==> src/rtl/energy_telemetry_tx.sv <==
// Block-averages the converted-voltage sample stream, buffers each average in a small FIFO
// and serialises the buffered averages as 8N1 frames on a single output line.
module energy_telemetry_tx #(
   parameter int unsigned LOG2_WIN     = 3,
   parameter int unsigned CLKS_PER_BIT = 16,
   parameter int unsigned FIFO_DEPTH   = 4
) (
   input  logic       clk,
   input  logic       rst_n,
   input  logic [7:0] sample_in,
   input  logic       sample_valid,
   input  logic       clear_ovf,
   output logic [7:0] avg_out,
   output logic       avg_valid,
   output logic       tx,
   output logic       overflow,
   output logic       busy
);

   localparam int unsigned ACC_W = 8 + LOG2_WIN;
   localparam int unsigned PTR_W = $clog2(FIFO_DEPTH);
   localparam int unsigned TMR_W = $clog2(CLKS_PER_BIT);
   localparam logic [LOG2_WIN-1:0] CNT_LAST = '1;
   localparam logic [TMR_W-1:0]    TMR_LAST = TMR_W'(CLKS_PER_BIT - 1);

   typedef enum logic [1:0] {StIdle, StStart, StData, StStop} tx_state_e;

   // ---------------- window averaging ----------------
   logic [ACC_W-1:0]    acc_q;
   logic [LOG2_WIN-1:0] count_q;
   logic [7:0]          avg_q;
   logic                avg_valid_q;
   logic [ACC_W-1:0]    sum;

   assign sum = acc_q + ACC_W'(sample_in);

   always_ff @(posedge clk or negedge rst_n) begin
      if (!rst_n) begin
         acc_q       <= '0;
         count_q     <= '0;
         avg_q       <= '0;
         avg_valid_q <= 1'b0;
      end else begin
         avg_valid_q <= 1'b0;
         if (sample_valid) begin
            if (count_q == CNT_LAST) begin
               avg_q       <= 8'(sum >> LOG2_WIN);
               avg_valid_q <= 1'b1;
               acc_q       <= '0;
               count_q     <= '0;
            end else begin
               acc_q   <= sum;
               count_q <= count_q + LOG2_WIN'(1);
            end
         end
      end
   end

   assign avg_out   = avg_q;
   assign avg_valid = avg_valid_q;

   // ---------------- average FIFO ----------------
   logic [7:0]     mem_q [FIFO_DEPTH];
   logic [PTR_W:0] wr_ptr_q, rd_ptr_q;
   logic           empty, full, push, pop, push_ok, drop, ovf_q;
   tx_state_e      state_q, state_d;

   assign empty   = (wr_ptr_q == rd_ptr_q);
   assign full    = (wr_ptr_q[PTR_W] != rd_ptr_q[PTR_W]) &&
                    (wr_ptr_q[PTR_W-1:0] == rd_ptr_q[PTR_W-1:0]);
   assign pop     = (state_q == StIdle) && !empty;
   assign push    = avg_valid_q;
   // A pop in the same cycle frees the slot, so a full FIFO still accepts the push.
   assign push_ok = push && (!full || pop);
   assign drop    = push && full && !pop;

   always_ff @(posedge clk) begin
      if (push_ok) begin
         mem_q[wr_ptr_q[PTR_W-1:0]] <= avg_q;
      end
   end

   always_ff @(posedge clk or negedge rst_n) begin
      if (!rst_n) begin
         wr_ptr_q <= '0;
         rd_ptr_q <= '0;
         ovf_q    <= 1'b0;
      end else begin
         if (push_ok) wr_ptr_q <= wr_ptr_q + (PTR_W+1)'(1);
         if (pop)     rd_ptr_q <= rd_ptr_q + (PTR_W+1)'(1);
         if (drop)           ovf_q <= 1'b1;
         else if (clear_ovf) ovf_q <= 1'b0;
      end
   end

   assign overflow = ovf_q;

   // ---------------- serial transmitter ----------------
   logic [TMR_W-1:0] timer_q, timer_d;
   logic [2:0]       bit_idx_q, bit_idx_d;
   logic [7:0]       shift_q, shift_d;
   logic             bit_done;

   assign bit_done = (timer_q == TMR_LAST);

   always_ff @(posedge clk or negedge rst_n) begin
      if (!rst_n) begin
         state_q   <= StIdle;
         timer_q   <= '0;
         bit_idx_q <= '0;
         shift_q   <= '0;
      end else begin
         state_q   <= state_d;
         timer_q   <= timer_d;
         bit_idx_q <= bit_idx_d;
         shift_q   <= shift_d;
      end
   end

   always_comb begin
      state_d   = state_q;
      timer_d   = timer_q + TMR_W'(1);
      bit_idx_d = bit_idx_q;
      shift_d   = shift_q;
      tx        = 1'b1;
      unique case (state_q)
         StIdle: begin
            timer_d = '0;
            if (!empty) begin
               shift_d = mem_q[rd_ptr_q[PTR_W-1:0]];
               state_d = StStart;
            end
         end
         StStart: begin
            tx = 1'b0;
            if (bit_done) begin
               timer_d   = '0;
               bit_idx_d = '0;
               state_d   = StData;
            end
         end
         StData: begin
            tx = shift_q[0];
            if (bit_done) begin
               timer_d = '0;
               shift_d = shift_q >> 1;
               if (bit_idx_q == 3'd7) state_d = StStop;
               else bit_idx_d = bit_idx_q + 3'd1;
            end
         end
         StStop: begin
            if (bit_done) begin
               timer_d = '0;
               state_d = StIdle;
            end
         end
         default: state_d = StIdle;
      endcase
   end

   assign busy = (state_q != StIdle) | !empty;

endmodule

==> config.mk <==
export PLATFORM = sky130hd
export DESIGN_NAME = energy_telemetry_tx
export DESIGN_NICKNAME = d
export VERILOG_FILES = /design/src/rtl/energy_telemetry_tx.sv
export SDC_FILE = /design/constraint.sdc
export NUM_CORES = 1
export LEC_CHECK = 0
export BUFFER_PORTS_ARGS = -buffer_cell sky130_fd_sc_hd__buf_2
export CORE_ASPECT_RATIO = 1.25
export CORE_MARGIN = 4
export CORE_UTILIZATION = 50
export DETAILED_ROUTE_END_ITERATION = 10
export GPL_TIMING_DRIVEN = 0
export PLACE_DENSITY = 0.78
export SLEW_MARGIN = 10
export SYNTH_ARGS = -nofsm -noshare
export SYNTH_HDL_FRONTEND = slang
export SYNTH_SLANG_ARGS = --single-unit
==> constraint.sdc <==
create_clock -name clk -period 2.83 [get_ports clk]
set_clock_uncertainty 0.1 [all_clocks]
set_input_delay 0.1415 -clock clk [delete_from_list [all_inputs] [get_ports clk]]
set_output_delay 0.1415 -clock clk [all_outputs]
set_load 0.03 [all_outputs]
==> impl_metrics.ini, run 1 <==
[timing]
finalCriticalPeriod_ps = 2329
hold_violations = 0
worst_slew_pin_slew_ps = 1070
max_freq_mhz = 429.4
finalSetupViolations = 0
setup-tns-final_ps = 0
fin_ws_ps = 501.1
slew_violations = 0
rsz0062_at_grt = no
slew_headroom_pct = 28.63
fin_crit_sh_pct = 82.29

[power]
seqPwrFrac_pct = 41.2
power_leakage_nw = 1.844
p_switching_w = 0.001698
p_int_w = 0.002753
swShare_pct = 38.15
comb_power_share_pct = 41.7
pwr-share-clk_pct = 17.1
power_density_nw_per_um2 = 1045
ir_drop_v = 0.0005144

[logic_synthesis]
syn_inst = 292
syn_area_um2 = 3834
synth_edf_count = 32
ys_types = 52
yosys_most_used_dff = dfrtp_1
synth-async-reset-ratio_pct = 59.49
syn_avg_cell_area_um2 = 13.13
synth_nets = 328
synth-seq-cells = 79
seq_area_frac_synth_pct = 55.74
ys.warnings.count = 0

[cts]
cts.repair.resized = 0
cts_max_level = 3
cts_setup_buffers = 0
root_buffer = clkbuf_8
numCtsBuffers = 9
clockBufferDepth = 2
tritoncts = done
path_clk_slew_ps = 80
hold_buffers = 2
numClockSinks = 79
clock_latency_ps = 350

[place]
post-place-cells = 406
gp_congestion = 0.8695
hpwlAfterDp_um = 4650
port_buffers = 22
pre_cts_slack_ps = 542.0

[min_path]
min_to = acc_q[0]
min_from = sample_in[0]
whs_path_depth = 3
hold_path.class = input port to flip-flop

[route]
drt_iter0_markers = 83
routed_via_density = 5.422
wl_um = 6440
first_pass_iters = 4
drc = 0
vias = 2299
postRouteAntennaNets = 0
wl_per_cell_um = 15.19

[layout]
layout.cells.non_filler = 424
antenna_cells = 0
drive_gt1_share_pct = 18.37
fin_nets = 363
area_growth_pct = 11.13
postLayoutCoreUtil_pct = 57.57
fillers = 598

[setup_path]
cp_common_cell = buf_2
cp.required_ps = 2590
critical_path_buf_inv_count = 4
reg2reg_from = state_q[0]
r2r_cells = 6
max_stage_delay_ps = 440
cp-end-kind = output port
cp_max_fo = 10
start_kind = flip-flop
crit_slowest_cell = buf_1
critPathKind = flip-flop to output port
crit_chain = inv_1 -> ha_1 -> buf_2 -> buf_1 -> nand2_1 -> o21ai_0 -> buf_2
crit_arrival_ps = 2090
regToRegEndpoint = mem_q[1][6]
reg2reg_slack_ps = 550
critPathTopFamily = buffers and inverters

[run_status]
status = finished, final reports clean

[die]
num_rows = 35
die_w_um = 86.32
io_pins = 24
start_util_pct = 51.80
die-area_um2 = 9141
coreArea_um2 = 7401
die_height_um = 105.9

[run]
max-cap-violations = 0

[grt]
grt_pass1_vias = 2492
antenna_found_initial = 0
overflow = 0
grtUsageTotal_pct = 15.94
grt_max_degree = 48
grt_pass1_wl_um = 11430
## state kept, by name (all words and copies together) (netlist names)
signal and count:
acc_q 11, avg_out 8, avg_valid 1, bit_idx_q 3, count_q 3, mem_q 32, overflow 1, rd_ptr_q 3
shift_q 8, state_q 2, timer_q 4, wr_ptr_q 3
## layout by cell type, fill, tap and decap left out, types with 9 or more instances in the layout
master    instances
inv_1            25
ha_1             23
buf_2            23
nand2_1          16
nor2_1           15
o21ai_0          15
xnor2_1          10
a21oi_1          12
edfxtp_1         32
clkbuf_8          9
dfrtp_1          47
## how the worst max path moves through the flow
stage,startpoint,to,slack (ps),depth (start not counted)
CTS,state_q[0],tx,470,7
global placement,state_q[0],mem_q[1][7],580,6
detailed placement,state_q[1],mem_q[0][6],540,6
finish,state_q[0],tx,500,7
floorplan,state_q[0],mem_q[0][0],820,6
global route,state_q[0],tx,270,7
## power groups by stage
stage | Sequential (W) | Clock [W] | Combinational [W]
6_report | 0.00183 | 0.000760 | 0.00186
2_1_floorplan | 0.00189 | 0 | 0.00140
4_1_cts | 0.00184 | 0.000785 | 0.00188
3_3_place_gp | 0.00183 | 0 | 0.00180
5_1_grt | 0.00188 | 0.000831 | 0.00209
3_5_place_dp | 0.00186 | 0 | 0.00186
## stage by stage
stage	power (W)	hold slack, ps	cell area, µm²
floorplan	0.003295	-254.1	3834
global placement	0.003629	242.0	4059
detailed placement	0.003722	294.4	4059
CTS	0.004506	48.49	4260
global route	0.004805	80.25	4260
finish	0.004451	57.21	4260
## logic make-up after synthesis
| kind of cell | after synthesis | share of synthesized area (%) |
|---|---|---|
| adder cells (fa/ha/maj) | 24 | 8.029 |
| AND/OR/NAND/NOR | 53 | 7.147 |
| XOR/XNOR | 16 | 3.851 |
| flip-flops | 79 | 55.74 |
| AO/OA/AOI/OAI | 61 | 10.77 |
| buffers and inverters | 35 | 4.438 |
| multiplexers | 24 | 10.02 |
## cell usage after synthesis, types with 3 or more instances
master / number / share of area [%]
clkbuf_1: 3 / 0.29
nand3_1: 3 / 0.39
nor2b_1: 4 / 0.65
nor3_1: 3 / 0.39
a31oi_1: 3 / 0.49
xor2_1: 5 / 1.1
o21ai_0: 15 / 2.0
mux2i_1: 8 / 2.1
xnor2_1: 10 / 2.3
ha_1: 23 / 7.5
dfrtp_1: 47 / 31
a21oi_1: 12 / 1.6
mux4_1: 8 / 5.5
nand2_1: 16 / 1.6
a21o_1: 4 / 0.78
o22ai_1: 4 / 0.65
nor2_1: 15 / 1.5
a22o_1: 6 / 1.4
mux2_2: 7 / 2.1
edfxtp_1: 32 / 25
buf_6: 5 / 1.5
inv_1: 25 / 2.4
## area by class of cell
type | instances | area, µm² | share of cell area, %
Buffer | 10 | 76.32 | 1.791
Timing Repair Buffer | 24 | 130.1 | 3.054
Multi-Input combinational cell | 178 | 1526 | 35.83
Clock buffer | 9 | 123.9 | 2.907
Sequential cell | 79 | 2137 | 50.16
Inverter | 25 | 93.84 | 2.203
Clock inverter | 7 | 57.56 | 1.351
Tap cell | 92 | 115.1 | 2.702
## layer usage
metal,GRT usage (%),vias up,share of wire (%)
met3,3.101,12,2.9
met4,6.793,0,2.3
met1,16.80,1119,39
li1,-,1132,-
met5,0,-,0
met2,30.03,36,55
## tightest hold or removal path: cells and delay by family
kind            cells  cell delay, ps
fa+ha+maj           1             120
compound gates      1             140
buf+inv             1              80
No activity file was read; power rests on OpenSTA's default activity.
==> run 2, diff against run 1 <==
- PLACE_DENSITY: 0.78 -> 0.8
- clock period: 2.83 -> 2 ns (I/O delays scaled with it)
==> run 2 against run 1 <==
  * The flow now finishes with violations (setup timing)
  * Die area is the same
  * Final area grew 6.8%
  * Highest routed layer unchanged
  * Wire length grew 5.8%
  * Clock power grew 91%
  * Sequential share of layout area shrank 3.2 points
  * Clock-buffer cell count grew 1
  * First-iteration DRC count grew 41%
  * Largest power group unchanged
  * Flip-flop and latch count is the same
  * Global-route usage grew 0.16 points
  * Non-clock buffer count grew 9
==> impl_metrics.ini, run 2 (synthesized netlist as in run 1, its figures left out) <==
[run_status]
status = finished, violations left
violations = setup timing

[die]
die-area_um2 = 9141
start_util_pct = 51.80
die_w_um = 86.32
io_pins = 24
die_height_um = 105.9
num_rows = 35
coreArea_um2 = 7401

[run]
max-cap-violations = 0

[layout]
drive_gt1_share_pct = 26.10
area_growth_pct = 18.70
antenna_cells = 0
postLayoutCoreUtil_pct = 61.49
layout.cells.non_filler = 433
fin_nets = 372
largest_reg_flops = 32
layout_commonest_cell = dfrtp_1
layout_common_cells = dfrtp_1, edfxtp_1, inv_1, buf_2, ha_1

[setup_path]
cp-end-kind = flip-flop
crit_arrival_ps = 2190
cp_max_fo = 3
regToRegEndpoint = acc_q[10]
critPathKind = flip-flop to flip-flop
start_kind = flip-flop
reg2reg_slack_ps = -40
r2r_cells = 8
cp.required_ps = 2150
reg2reg_from = acc_q[0]

[cts]
clock_latency_ps = 350
tritoncts = done
numClockSinks = 79
clockBufferDepth = 2
root_buffer = clkbuf_8
numCtsBuffers = 9
path_clk_slew_ps = 80
cts_max_level = 3

[grt]
grt_pass1_vias = 2499
grtUsageTotal_pct = 16.11
grt_max_degree = 48
overflow = 0
antenna_found_initial = 0
grt_pass1_wl_um = 11520

[power]
power_leakage_nw = 1.951
p_int_w = 0.004502
comb_power_share_pct = 42.6
p_switching_w = 0.002551
total_power_w = 0.007053
seqPwrFrac_pct = 36.8
power_density_nw_per_um2 = 1550
ir_drop_v = 0.0007852
swShare_pct = 36.17
pwr-share-clk_pct = 20.5

[route]
wl_per_cell_um = 15.73
wl_um = 6811
routed_via_density = 5.395
drt_iter0_markers = 117
drc = 0
vias = 2336
postRouteAntennaNets = 0
first_pass_iters = 4

[place]
pre_cts_slack_ps = -311.8
hpwlAfterDp_um = 4635
gp_congestion = 0.8577
port_buffers = 22
post-place-cells = 406

[min_path]
hold_path.class = input port to flip-flop
whs_path_depth = 3
min_to = acc_q[0]
min_from = sample_in[0]

[timing]
fin_crit_sh_pct = 102.0
finalCriticalPeriod_ps = 2040
slew_violations = 0
worst_slew_pin_slew_ps = 1086
setup-tns-final_ps = -53.10
fin_ws_ps = -40.46
finalSetupViolations = 3
rsz0062_at_grt = yes
slew_headroom_pct = 27.62
hold_violations = 0
max_freq_mhz = 490.1
## run 2: timing repair
action	4_1_cts	5_1_grt
setup buffers	3	6
setup endpoints to repair	42	53
pin swaps	8	5
resized for setup	22	14
hold buffers	2	0
hold endpoints to repair	48	0
## run 2: critical path: stages (launching register included)
cell and delay (ps):
dfrtp_1 390, ha_4 160, inv_2 40, fa_2 360, nor2b_4 180, o2111ai_4 180, a31oi_4 230, o21ai_1 90
a22o_1 200
## run 2: worst max-delay path by stage
| stage | startpoint | to | slack [ps] |
|---|---|---|---|
| after global placement | state_q[0] | mem_q[2][7] | -260 |
| final | acc_q[0] | acc_q[10] | -40 |
| after CTS | acc_q[0] | acc_q[10] | -80 |
| after detailed placement | state_q[0] | mem_q[2][6] | -310 |
| after global routing | acc_q[0] | acc_q[10] | -110 |
| after floorplan | state_q[0] | mem_q[0][0] | -10 |
## run 2: metal layers
| metal | wire length [µm] | track usage (%) | vias up | part of all wire (%) |
|---|---|---|---|---|
| met5 | 0 | 0 | - | 0 |
| met4 | 148 | 7.016 | 0 | 2.2 |
| met3 | 218 | 4.109 | 13 | 3.2 |
| met2 | 3712 | 29.16 | 42 | 55 |
| met1 | 2731 | 17.37 | 1138 | 40 |
| li1 | - | - | 1143 | - |
## run 2: cell type report
cell class / instances / area [µm²]
plain buffers: 10 / 90.09
well taps: 92 / 115.1
repair buffers: 33 / 212.7
clock buffers: 10 / 137.6
flip-flops and latches: 79 / 2137
inverters: 25 / 93.84
fillers: 545 / 2850
clock inverters: 6 / 107.6
multi-input cells: 178 / 1657
## run 2: per-stage QoR
stage                     cell area, µm²  hold WS, ps
after floorplan                     3834       -295.6
after global placement              4059        194.5
after detailed placement            4059        198.9
after CTS                           4446        33.06
after global routing                4551        29.51
final                               4551        33.43
## run 2: power groups by stage
stage / sequential, W / combinational, W / clock (W)
after global routing: 0.00266 / 0.00335 / 0.00154
after global placement: 0.00259 / 0.00254 / 0
after floorplan: 0.00268 / 0.00199 / 0
after detailed placement: 0.00262 / 0.00264 / 0
final: 0.00260 / 0.00301 / 0.00145
after CTS: 0.00260 / 0.00281 / 0.00146
